==> src/rtl/ahb_pkg.sv <==
// Shared AHB-Lite encodings and the command master's state type.
package ahb_pkg;

   typedef enum logic [1:0] {
      HTRANS_IDLE   = 2'b00,
      HTRANS_BUSY   = 2'b01,
      HTRANS_NONSEQ = 2'b10,
      HTRANS_SEQ    = 2'b11
   } htrans_e;

   localparam logic [2:0] HSIZE_WORD      = 3'b010;
   localparam logic [2:0] HBURST_SINGLE   = 3'b000;
   localparam logic [3:0] HPROT_DATA_PRIV = 4'b0011;

   typedef enum logic [1:0] {
      ST_IDLE = 2'b00,
      ST_ADDR = 2'b01,
      ST_DATA = 2'b10,
      ST_RESP = 2'b11
   } cmd_state_e;

endpackage

==> src/rtl/ahb_cmd_master.sv <==
// Single-transfer AHB-Lite master: turns one command into one word transfer
// and returns a response, with a data-phase wait-state timeout.
//
// state   | meaning
// --------+------------------------------------------------------------
// ST_IDLE | ready for a command
// ST_ADDR | address phase driven (NONSEQ), waiting for HREADY
// ST_DATA | data phase, counting wait states toward the timeout
// ST_RESP | response presented until rsp_ready
module ahb_cmd_master
   import ahb_pkg::*;
#(
   parameter int unsigned TIMEOUT_CYCLES = 256
) (
   input  logic        HCLK,
   input  logic        HRESETn,
   input  logic        cmd_valid,
   output logic        cmd_ready,
   input  logic [31:0] cmd_addr,
   input  logic        cmd_write,
   input  logic [31:0] cmd_wdata,
   output logic        rsp_valid,
   input  logic        rsp_ready,
   output logic [31:0] rsp_rdata,
   output logic        rsp_err,
   output logic        rsp_timeout,
   output logic [31:0] HADDR,
   output logic [1:0]  HTRANS,
   output logic        HWRITE,
   output logic [2:0]  HSIZE,
   output logic [2:0]  HBURST,
   output logic [3:0]  HPROT,
   output logic        HMASTLOCK,
   output logic [31:0] HWDATA,
   input  logic [31:0] HRDATA,
   input  logic        HREADY,
   input  logic        HRESP
);

   localparam int unsigned CNT_W = $clog2(TIMEOUT_CYCLES + 1);
   localparam logic [CNT_W-1:0] CNT_LAST = CNT_W'(TIMEOUT_CYCLES - 1);

   cmd_state_e       state, state_nxt;
   logic [31:0]      addr_q;
   logic             write_q;
   logic [31:0]      wdata_q;
   logic [31:0]      hwdata_q;
   logic [CNT_W-1:0] wait_cnt;
   logic [31:0]      rdata_q;
   logic             err_q;
   logic             timeout_q;

   logic accept;
   logic misaligned;
   logic data_done;
   logic timeout_hit;

   // cmd_ready is gated by reset so it stays low while HRESETn is asserted
   assign cmd_ready   = (state == ST_IDLE) && HRESETn;
   assign accept      = cmd_valid && cmd_ready;
   assign misaligned  = (cmd_addr[1:0] != 2'b00);
   assign data_done   = (state == ST_DATA) && HREADY;
   assign timeout_hit = (state == ST_DATA) && !HREADY && (wait_cnt == CNT_LAST);

   always_ff @(posedge HCLK or negedge HRESETn) begin
      if (!HRESETn) begin
         state <= ST_IDLE;
      end else begin
         state <= state_nxt;
      end
   end

   always_comb begin
      state_nxt = state;
      case (state)
         ST_IDLE: begin
            if (accept) begin
               state_nxt = misaligned ? ST_RESP : ST_ADDR;
            end
         end
         ST_ADDR: begin
            if (HREADY) begin
               state_nxt = ST_DATA;
            end
         end
         ST_DATA: begin
            if (data_done || timeout_hit) begin
               state_nxt = ST_RESP;
            end
         end
         ST_RESP: begin
            if (rsp_ready) begin
               state_nxt = ST_IDLE;
            end
         end
         default: state_nxt = ST_IDLE;
      endcase
   end

   always_ff @(posedge HCLK or negedge HRESETn) begin
      if (!HRESETn) begin
         addr_q    <= '0;
         write_q   <= 1'b0;
         wdata_q   <= '0;
         hwdata_q  <= '0;
         wait_cnt  <= '0;
         rdata_q   <= '0;
         err_q     <= 1'b0;
         timeout_q <= 1'b0;
      end else begin
         if (accept) begin
            addr_q  <= cmd_addr;
            write_q <= cmd_write;
            wdata_q <= cmd_wdata;
         end

         if ((state == ST_ADDR) && HREADY) begin
            hwdata_q <= wdata_q;
            wait_cnt <= '0;
         end else if ((state == ST_DATA) && !HREADY) begin
            wait_cnt <= wait_cnt + 1'b1;
         end

         if (accept && misaligned) begin
            rdata_q   <= '0;
            err_q     <= 1'b1;
            timeout_q <= 1'b0;
         end else if (data_done) begin
            rdata_q   <= (!write_q && !HRESP) ? HRDATA : 32'h0;
            err_q     <= HRESP;
            timeout_q <= 1'b0;
         end else if (timeout_hit) begin
            rdata_q   <= '0;
            err_q     <= 1'b1;
            timeout_q <= 1'b1;
         end
      end
   end

   // address and direction stay on the bus through the data phase so the
   // slave can still decode read data from HADDR
   assign HADDR       = addr_q;
   assign HWRITE      = write_q;
   assign HTRANS      = (state == ST_ADDR) ? HTRANS_NONSEQ : HTRANS_IDLE;
   assign HSIZE       = HSIZE_WORD;
   assign HBURST      = HBURST_SINGLE;
   assign HPROT       = HPROT_DATA_PRIV;
   assign HMASTLOCK   = 1'b0;
   assign HWDATA      = hwdata_q;

   assign rsp_valid   = (state == ST_RESP);
   assign rsp_rdata   = rdata_q;
   assign rsp_err     = err_q;
   assign rsp_timeout = timeout_q;

endmodule

==> config.mk <==
export PLATFORM = sky130hd
export DESIGN_NAME = ahb_cmd_master
export DESIGN_NICKNAME = d
export VERILOG_FILES = /design/src/rtl/ahb_pkg.sv /design/src/rtl/ahb_cmd_master.sv
export SDC_FILE = /design/constraint.sdc
export NUM_CORES = 1
export LEC_CHECK = 0
export CORE_MARGIN = 3
export CORE_UTILIZATION = 40
export CTS_CLUSTER_DIAMETER = 100
export DETAILED_ROUTE_END_ITERATION = 16
export HOLD_SLACK_MARGIN = 0.02
export PLACE_DENSITY_LB_ADDON = 0.08
export SLEW_MARGIN = 20
export SYNTH_ARGS = -nofsm -noshare
export SYNTH_HDL_FRONTEND = slang
export SYNTH_SLANG_ARGS = --single-unit
export TNS_END_PERCENT = 1
==> constraint.sdc <==
create_clock -name HCLK -period 1.5 [get_ports HCLK]
set_input_delay 0.15 -clock HCLK [delete_from_list [all_inputs] [get_ports HCLK]]
set_output_delay 0.15 -clock HCLK [all_outputs]
set_load 0.05 [all_outputs]
# Word level (Yosys, flattened, before mapping)
# Index checks and enable logic that the tools add are counted.
# classes
addsub	1
mux	18
n_eq_ne	8
n_reduce_logical	17
# ops
cell	n
32-bit two-way mux	4
9-bit two-way mux	2
2-bit two-way mux	6
9-bit by 1-bit adder with 9-bit output, second input constant	1
9-bit by 8-bit equality test with 1-bit output, second input constant	1
1-bit logical AND	8
2-bit one-hot mux with 4 select lines	1
2-bit != test, second input constant	3
1-bit two-way mux	5
2-bit equality test, second input constant	2
4-bit AND reduction	1
2-bit nonzero test	2
1-bit zero test	3
3-bit nonzero test	1
2-bit by 1-bit equality test with 1-bit output, second input constant	1
2-bit zero test	1
2-bit by 1-bit != test with 1-bit output, second input constant	1
1-bit logical OR	1
# totals
out_inout_bits	114
word_cells	53
register_bits	142
in_bits	103

# Logic depth before layout (Yosys ltp)
# Gate-level depths: netlist of the first run.
# logic_depth
depth_word	6
ltp_mapped	8
depth_no_buf	8

# Worst setup path after synthesis of the first run
# OpenSTA, ideal clock, no wires.
# synth_timing
path_type	register -> register
startpoint	register state[1]
endpoint	register hwdata_q[10], in the netlist HWDATA[10]
period_less_slack_ps	1853
slack_ps	-353
t_arrival_ps	1728
n_path_buf	1
setup_ps	125
path_stages_with_launch	6
t_required_ps	1375
path_cell_list	dfrtp_1 > inv_1 > ha_1 > nand2_2 > buf_2 > mux2_2
# synth_via
elab_chain_cells	2
# synth_rtl
element	line_no	source
start: declaration	ahb_cmd_master.sv:43	cmd_state_e state, state_nxt;
start signal: assignment	ahb_cmd_master.sv:69	state <= state_nxt;
2-bit by 1-bit equality test with 1-bit output	ahb_cmd_master.sv:117	if ((state == ST_ADDR) && HREADY) begin
1-bit logical AND	ahb_cmd_master.sv:117	
end signal: assignment	ahb_cmd_master.sv:118	hwdata_q <= wdata_q;
end: declaration	ahb_cmd_master.sv:47	logic [31:0] hwdata_q;
# Every way passes these cells.
# A chain may end at the register's enable or synchronous reset.

# Final worst setup path of the first run
# layout_timing
startpoint	register wait_cnt[1]
endpoint	register rdata_q[19], in the netlist rsp_rdata[19]
# layout_via
elab_chain_cells	3
# layout_rtl
element	line_no	source
start: declaration	ahb_cmd_master.sv:48	logic [CNT_W-1:0] wait_cnt;
start signal: assignment	ahb_cmd_master.sv:121	wait_cnt <= wait_cnt + 1'b1;
9-bit by 8-bit equality test with 1-bit output	ahb_cmd_master.sv:63	assign timeout_hit = (state == ST_DATA) && !HREADY && (wait_cnt == CNT_LAST);
1-bit logical AND	ahb_cmd_master.sv:63	
3-bit nonzero test (no source line)	n/a	
end signal: assignment	ahb_cmd_master.sv:129	rdata_q <= (!write_q && !HRESP) ? HRDATA : 32'h0;
end: declaration	ahb_cmd_master.sv:49	logic [31:0] rdata_q;
# Every way passes these cells.

==> qor.csv, run 1 <==
metric,value,unit
status,"complete, but fails checks",
violations,negative setup slack,
cp-end-kind,flop,
hold_start,HRESETn,
min_period_over_period,108,%
synthesis.area,5730,µm²
grt_max_degree,127,
reg2reg_slack,-110,ps
die-area,15800,µm²
gr-total-overflow,0,
pre_cts_ws,-126,ps
hold_violations,0,
clk_pin_slew_worst_paths,60,ps
max_slew_margin,47.0,%
sw_frac_of_total,43.5,%
syn_to_final_growth,54.5,%
via_count,4018,
drv_slew,0,
dr.pass1.iters,4,
internal_power,12500,µW
insertion_delay,410,ps
via_per_inst,4.83,
synth_edf_count,0,
placed_area,8000,µm²
routed_wl,13.6,mm
fin_nets,750,
grt_pass1_vias,4254,
cts-root-buf,clkbuf_16,
num_rows,43,
maxCapViolCount,0,
multi_input_area,2190,µm²
grt_first_pass_wirelength,21.6,mm
ys_seq_elements,142,
ant_nets,0,
final_area,8850,µm²
clock_skew,7.31,ps
dp.cells,794,
pin_count,217,
clkSinkCount,142,
yosys.area.top_type_share,62.1,%
gr-usage-all-layers,17.2,%
period_needed,1610,ps
criticalPathCategory,flop to flop,
cp_max_fo,8,
worst_pin_slew,792,ps
worstSetupStartpointType,flop,
yosysWarnings,0,
worst_r2r_path_depth,9,
setup_ws,-113,ps
cp_data_required_time,1790,ps
fin_cells,832,
p_comb_share,51.6,%
synth_area_leader_cell,dfrtp_1,
final_layout_size_suffix_gt1_share,50.0,%
yosysSeqAreaShare,62.1,%
worst_hold_path.endpoint,HADDR[31],
timing.rr.start,wait_cnt[1],
worstPathArrival,1910,ps
port-buffer-count,204,
fill_cells,1129,
core,13900,µm²
final-setup-viol-count,36,
clockPowerShare,18.5,%
p_sw,9630,µW
power_density,2500,nW/µm²
tns,-2070,ps
yosys_most_used_dff,dfrtp_1,
start_util,41.1,%
die_x,126,µm
wire_per_inst,16.3,µm
h-tree-depth,4,
die_h,126,µm
hold_path.class,input port to flop,
synthTopCellsByArea,"dfrtp_1 62%, mux2_2 19%, a22oi_1 4.2%",
leakage,0.00406,µW
antenna_found_initial,0,
ys_types,33,
synthCells,401,
clockBufferDepth,2,
regArea,3550,µm²
seq_power_share,30.0,%
hold_depth,3,
gp_routability_congestion,0.839,
peakVddDrop,1440,µV
numCtsBuffers,17,
rsz0062_at_grt,yes,
max_freq,620,MHz
cts_tree,built,
synth_area_per_cell,14.3,µm²
rr_endpoint,rsp_rdata[19],
drtIter0Drc,125,
timing.hold.ws,240,ps
hpwl,9.53,mm
synthArstFlopShare,100,%
drc,0,
diodes,0,
area by class of cell:
class                           instances  area share [%]
Clock buffer                           21            5.32
Timing Repair Buffer                  242            25.8
Sequential cell                       142            40.2
Multi-Input combinational cell        232            24.7
Tap cell                              180            2.55
Clock inverter                         10            1.27
Inverter                                5           0.212
timing repair:
| action | CTS | global route |
|---|---|---|
| gates resized for setup | 8 | 27 |
| hold endpoints to repair | 142 | 0 |
| cloned | 0 | 3 |
| pin swaps | 2 | 6 |
| endpoints found under the setup margin | 139 | 141 |
| setup buffers | 0 | 2 |
| hold buffers | 2 | 0 |
registers in the layout, indices dropped and copies added (netlist names):
name and cells:
HADDR 32, HWDATA 32, rsp_rdata 32, wdata_q 32
wait_cnt 9, state 2, HWRITE 1, rsp_err 1
rsp_timeout 1
cell usage after synthesis, types with 4 or more instances:
cell,number
buf_4,12
buf_2,10
dfrtp_1,142
nor2_2,10
inv_1,5
buf_6,10
nand2_1,7
ha_1,7
o21ai_0,8
mux2_2,97
a22oi_1,32
a21oi_1,5
nor2_1,27
nand3_1,4
power by group through the flow:
stage / Clock, µW / Combinational (µW) / Sequential (µW)
6_report: 4090 / 11400 / 6630
5_1_grt: 4380 / 12000 / 6870
4_1_cts: 4210 / 11200 / 6600
3_5_place_dp: 0 / 11100 / 6650
3_3_place_gp: 0 / 11000 / 6540
2_1_floorplan: 0 / 2880 / 11200
layout by cell type (no fill, tap or decap), types with 3 or more instances in the layout:
| cell type | synthesis | routed |
|---|---|---|
| dfrtp_1 | 142 | 142 |
| buf_4 | 12 | 122 |
| clkdlybuf4s50_1 | 0 | 101 |
| mux2_2 | 97 | 97 |
| a22oi_2 | 0 | 30 |
| nor2_1 | 27 | 25 |
| clkbuf_16 | 0 | 19 |
| buf_12 | 0 | 13 |
| conb_1 | 2 | 12 |
| nor2_2 | 10 | 11 |
| nand2_1 | 7 | 7 |
| o21ai_0 | 8 | 5 |
| inv_1 | 5 | 4 |
| clkinv_2 | 0 | 4 |
| a21oi_1 | 5 | 3 |
| ha_2 | 0 | 3 |
| ha_4 | 0 | 3 |
| clkbuf_8 | 0 | 3 |
through the flow:
| step | total power, µW | utilization, % |
|---|---|---|
| 2_1_floorplan | 14000 | - |
| 3_3_place_gp | 17500 | 57.4 |
| 3_5_place_dp | 17800 | 57.4 |
| 4_1_cts | 22000 | 62.0 |
| 5_1_grt | 23200 | 63.5 |
| 6_report | 22100 | 63.5 |
critical path, cell delays in order (launching register included):
cell	delay [ps]
dfrtp_1	370
ha_2	200
nand3_2	80
nor2_4	110
ha_4	160
o21ai_4	60
buf_12	140
clkbuf_16	160
a22oi_1	150
nor2_1	60
cells by family (layout without fill, tap and decap cells):
logic type,Yosys count,count (layout),synth area share [%]
buffers and inverters,37,278,4.74
adders and majority gates,7,7,1.53
xor gates and xnor gates,1,1,0.153
and+or+nand+nor,58,58,5.25
muxes,99,99,19.4
DFF,142,142,62.1
other,2,12,0.131
AOI/OAI and AO/OA,55,55,6.71
metal layers:
layer	wire [µm]	global-route usage, %
met2	7040	28.9
met3	978	6.11
met1	5310	20.2
met5	0	0
met4	253	6.63
how the worst max path moves through the flow:
| stage | startpoint | endpoint |
|---|---|---|
| finish | wait_cnt[1] | rsp_rdata[19] |
| global route | wait_cnt[1] | rsp_rdata[19] |
| CTS | wait_cnt[1] | rsp_rdata[23] |
| detailed placement | HREADY | wait_cnt[2] |
| global placement | HREADY | wait_cnt[2] |
| floorplan | wait_cnt[1] | rsp_rdata[10] |
Note: power is estimated with default switching activity, not from simulation.
==> run 2, diff against run 1 <==
Settings changed: CTS_CLUSTER_DIAMETER 100 to unset.
==> results of run 2 <==
Same layout as run 1: the final DEF is identical, and so are final timing and power.
==> run 3, diff against run 2 <==
Settings changed: SETUP_SLACK_MARGIN set to 0.2.
==> run 3 against run 2 <==
The run still ends with negative setup slack left. Utilization about the same. Via count about the same. Non-clock buffer count unchanged. Worst hold slack worse by 1.2 ps. Wire length barely moved. Clock-buffer cell count unchanged. Clock skew hardly changed. Critical path type unchanged. Largest cell class unchanged. Largest power group unchanged.
==> qor.csv, run 3 (synthesized netlist as in run 1, its figures left out) <==
metric,value,unit,change
cp_max_fo,8,,unchanged
gr-usage-all-layers,17.2,%,about the same
via_per_inst,4.83,,about the same
hold_violations,0,,unchanged
worst_r2r_path_depth,9,,unchanged
worstPathArrival,1910,ps,about the same
leakage,0.00406,µW,about the same
fin_nets,750,,unchanged
cp-end-kind,flop,,
core,13900,µm²,unchanged
dp.cells,794,,unchanged
drv_slew,0,,unchanged
cts_tree,built,,
fin_cells,832,,unchanged
cp_data_required_time,1790,ps,about the same
pin_count,217,,unchanged
final_cell_mix,"142 x dfrtp_1, 121 x buf_4, 101 x clkdlybuf4s50_1",,
worst_pin_slew,797,ps,+4.88 ps
grt_pass1_vias,4248,,-0.14%
wl_met1,5.29,mm,-0.38%
status,"complete, but fails checks",,
final_layout_size_suffix_gt1_share,50.0,%,unchanged
syn_to_final_growth,54.6,%,about the same
ant_nets,0,,unchanged
final_area,8850,µm²,about the same
hold_path.class,input port to flop,,
antenna_found_initial,0,,unchanged
criticalPathCategory,flop to flop,,
drtIter0Drc,126,,+0.80%
clockBufferDepth,2,,unchanged
cp_cell_sequence,ha_2 -> nand3_2 -> nor2_4 -> ha_4 -> o21ai_4 -> buf_12 -> clkbuf_16 -> a22oi_1 -> nor2_1,,
slowest_stage,dfrtp_1,,
drc,0,,unchanged
hpwl,9.53,mm,unchanged
grt_max_degree,127,,unchanged
period_needed,1610,ps,-0.873 ps
highest_layer,met4,,
die_h,126,µm,unchanged
cpPeakStageDelay,370,ps,about the same
dr.pass1.iters,4,,unchanged
power_density,2500,nW/µm²,about the same
numCtsBuffers,17,,unchanged
rr_endpoint,rsp_rdata[19],,
wire_per_inst,16.3,µm,about the same
cts-root-buf,clkbuf_16,,
layout_commonest_cell,dfrtp_1,,
clock_skew,7.31,ps,+0.000110 ps
clk_pin_slew_worst_paths,60,ps,about the same
placed_area,8000,µm²,unchanged
grt_first_pass_wirelength,21.6,mm,about the same
cp-endpoint,rsp_rdata[19],,
clkSinkCount,142,,unchanged
min_period_over_period,107,%,about the same
setup_ws,-112,ps,+0.873 ps
reg2reg_slack,-110,ps,about the same
max_slew_margin,46.7,%,-0.33 points
start_util,41.1,%,unchanged
gp_routability_congestion,0.839,,unchanged
worstSetupStartpointType,flop,,
max_freq,620,MHz,about the same
final-setup-viol-count,36,,unchanged
crit_start,wait_cnt[1],,
insertion_delay,410,ps,about the same
rsz0062_at_grt,yes,,
h-tree-depth,4,,unchanged
die-area,15800,µm²,unchanged
port-buffer-count,204,,unchanged
peakVddDrop,1440,µV,about the same
maxCapViolCount,0,,unchanged
timing.rr.start,wait_cnt[1],,
gr-total-overflow,0,,unchanged
final_util,63.5,%,about the same
num_rows,43,,unchanged
die_x,126,µm,unchanged
via_count,4015,,-0.075%
diodes,0,,unchanged
wl_met3,978,µm,unchanged
met2_length,7.05,mm,+0.11%
violations,negative setup slack,,
routed_wl,13.6,mm,about the same
-- run 3: cell counts in the layout (fill, tap and decap cells not counted) --
Identical to the previous run, type by type.
-- run 3: power breakdown --
group / switching, µW / total, µW / internal (µW)
Sequential: 984 / 6630 / 5650
Clock: 1530 / 4090 / 2570
Combinational: 7120 / 11400 / 4300
-- run 3: worst min path at each step --
stage	to	start	cells past startpoint
after floorplan	HADDR[0]	HRESETn	0
after global placement	rsp_timeout	HRESETn	2
after detailed placement	state[1]	HRESETn	2
after CTS	wdata_q[31]	HRESETn	3
after global routing	HADDR[31]	HRESETn	3
final	HADDR[31]	HRESETn	3
-- run 3: layout make-up --
class,instances,area [µm²]
Multi-Input combinational cell,232,2190
Inverter,5,18.8
Sequential cell,142,3550
Tap cell,180,225
Timing Repair Buffer,242,2280
Clock inverter,10,113
Fill cell,1129,5080
Clock buffer,21,470
-- run 3: through the flow --
| stage | power (µW) | setup WS (ps) | hold WS, ps | TNS (ps) |
|---|---|---|---|---|
| final | 22100 | -112 | 239 | -2050 |
| after global routing | 23200 | -184 | 247 | -8600 |
| after CTS | 22000 | -123 | 237 | -3270 |
| after detailed placement | 17800 | -126 | 151 | -7700 |
| after global placement | 17500 | -118 | 148 | -5820 |
| after floorplan | 14000 | -38.8 | -146 | -2410 |
-- run 3: routing by layer --
metal | vias to the layer above | track usage, %
li1 | 1875 | -
met1 | 1992 | 20.2
met2 | 129 | 28.9
met3 | 19 | 6.11
met4 | 0 | 6.63
met5 | - | 0
-- run 3: repair_timing --
action                                  CTS  global route
pin swaps                                 6             8
hold buffers                              2             0
hold endpoints to repair                142             0
buffers inserted                          0             2
resized for setup                        11            25
endpoints found under the setup margin  145           145
cloned                                    0             3
-- run 3: worst max-delay path, delay by kind of cell, from the launching register on --
kind,cells,cell delay (ps)
flops,1,370
fa+ha+maj,2,360
buf+inv,2,300
simple gates,3,250
compound gates,2,210
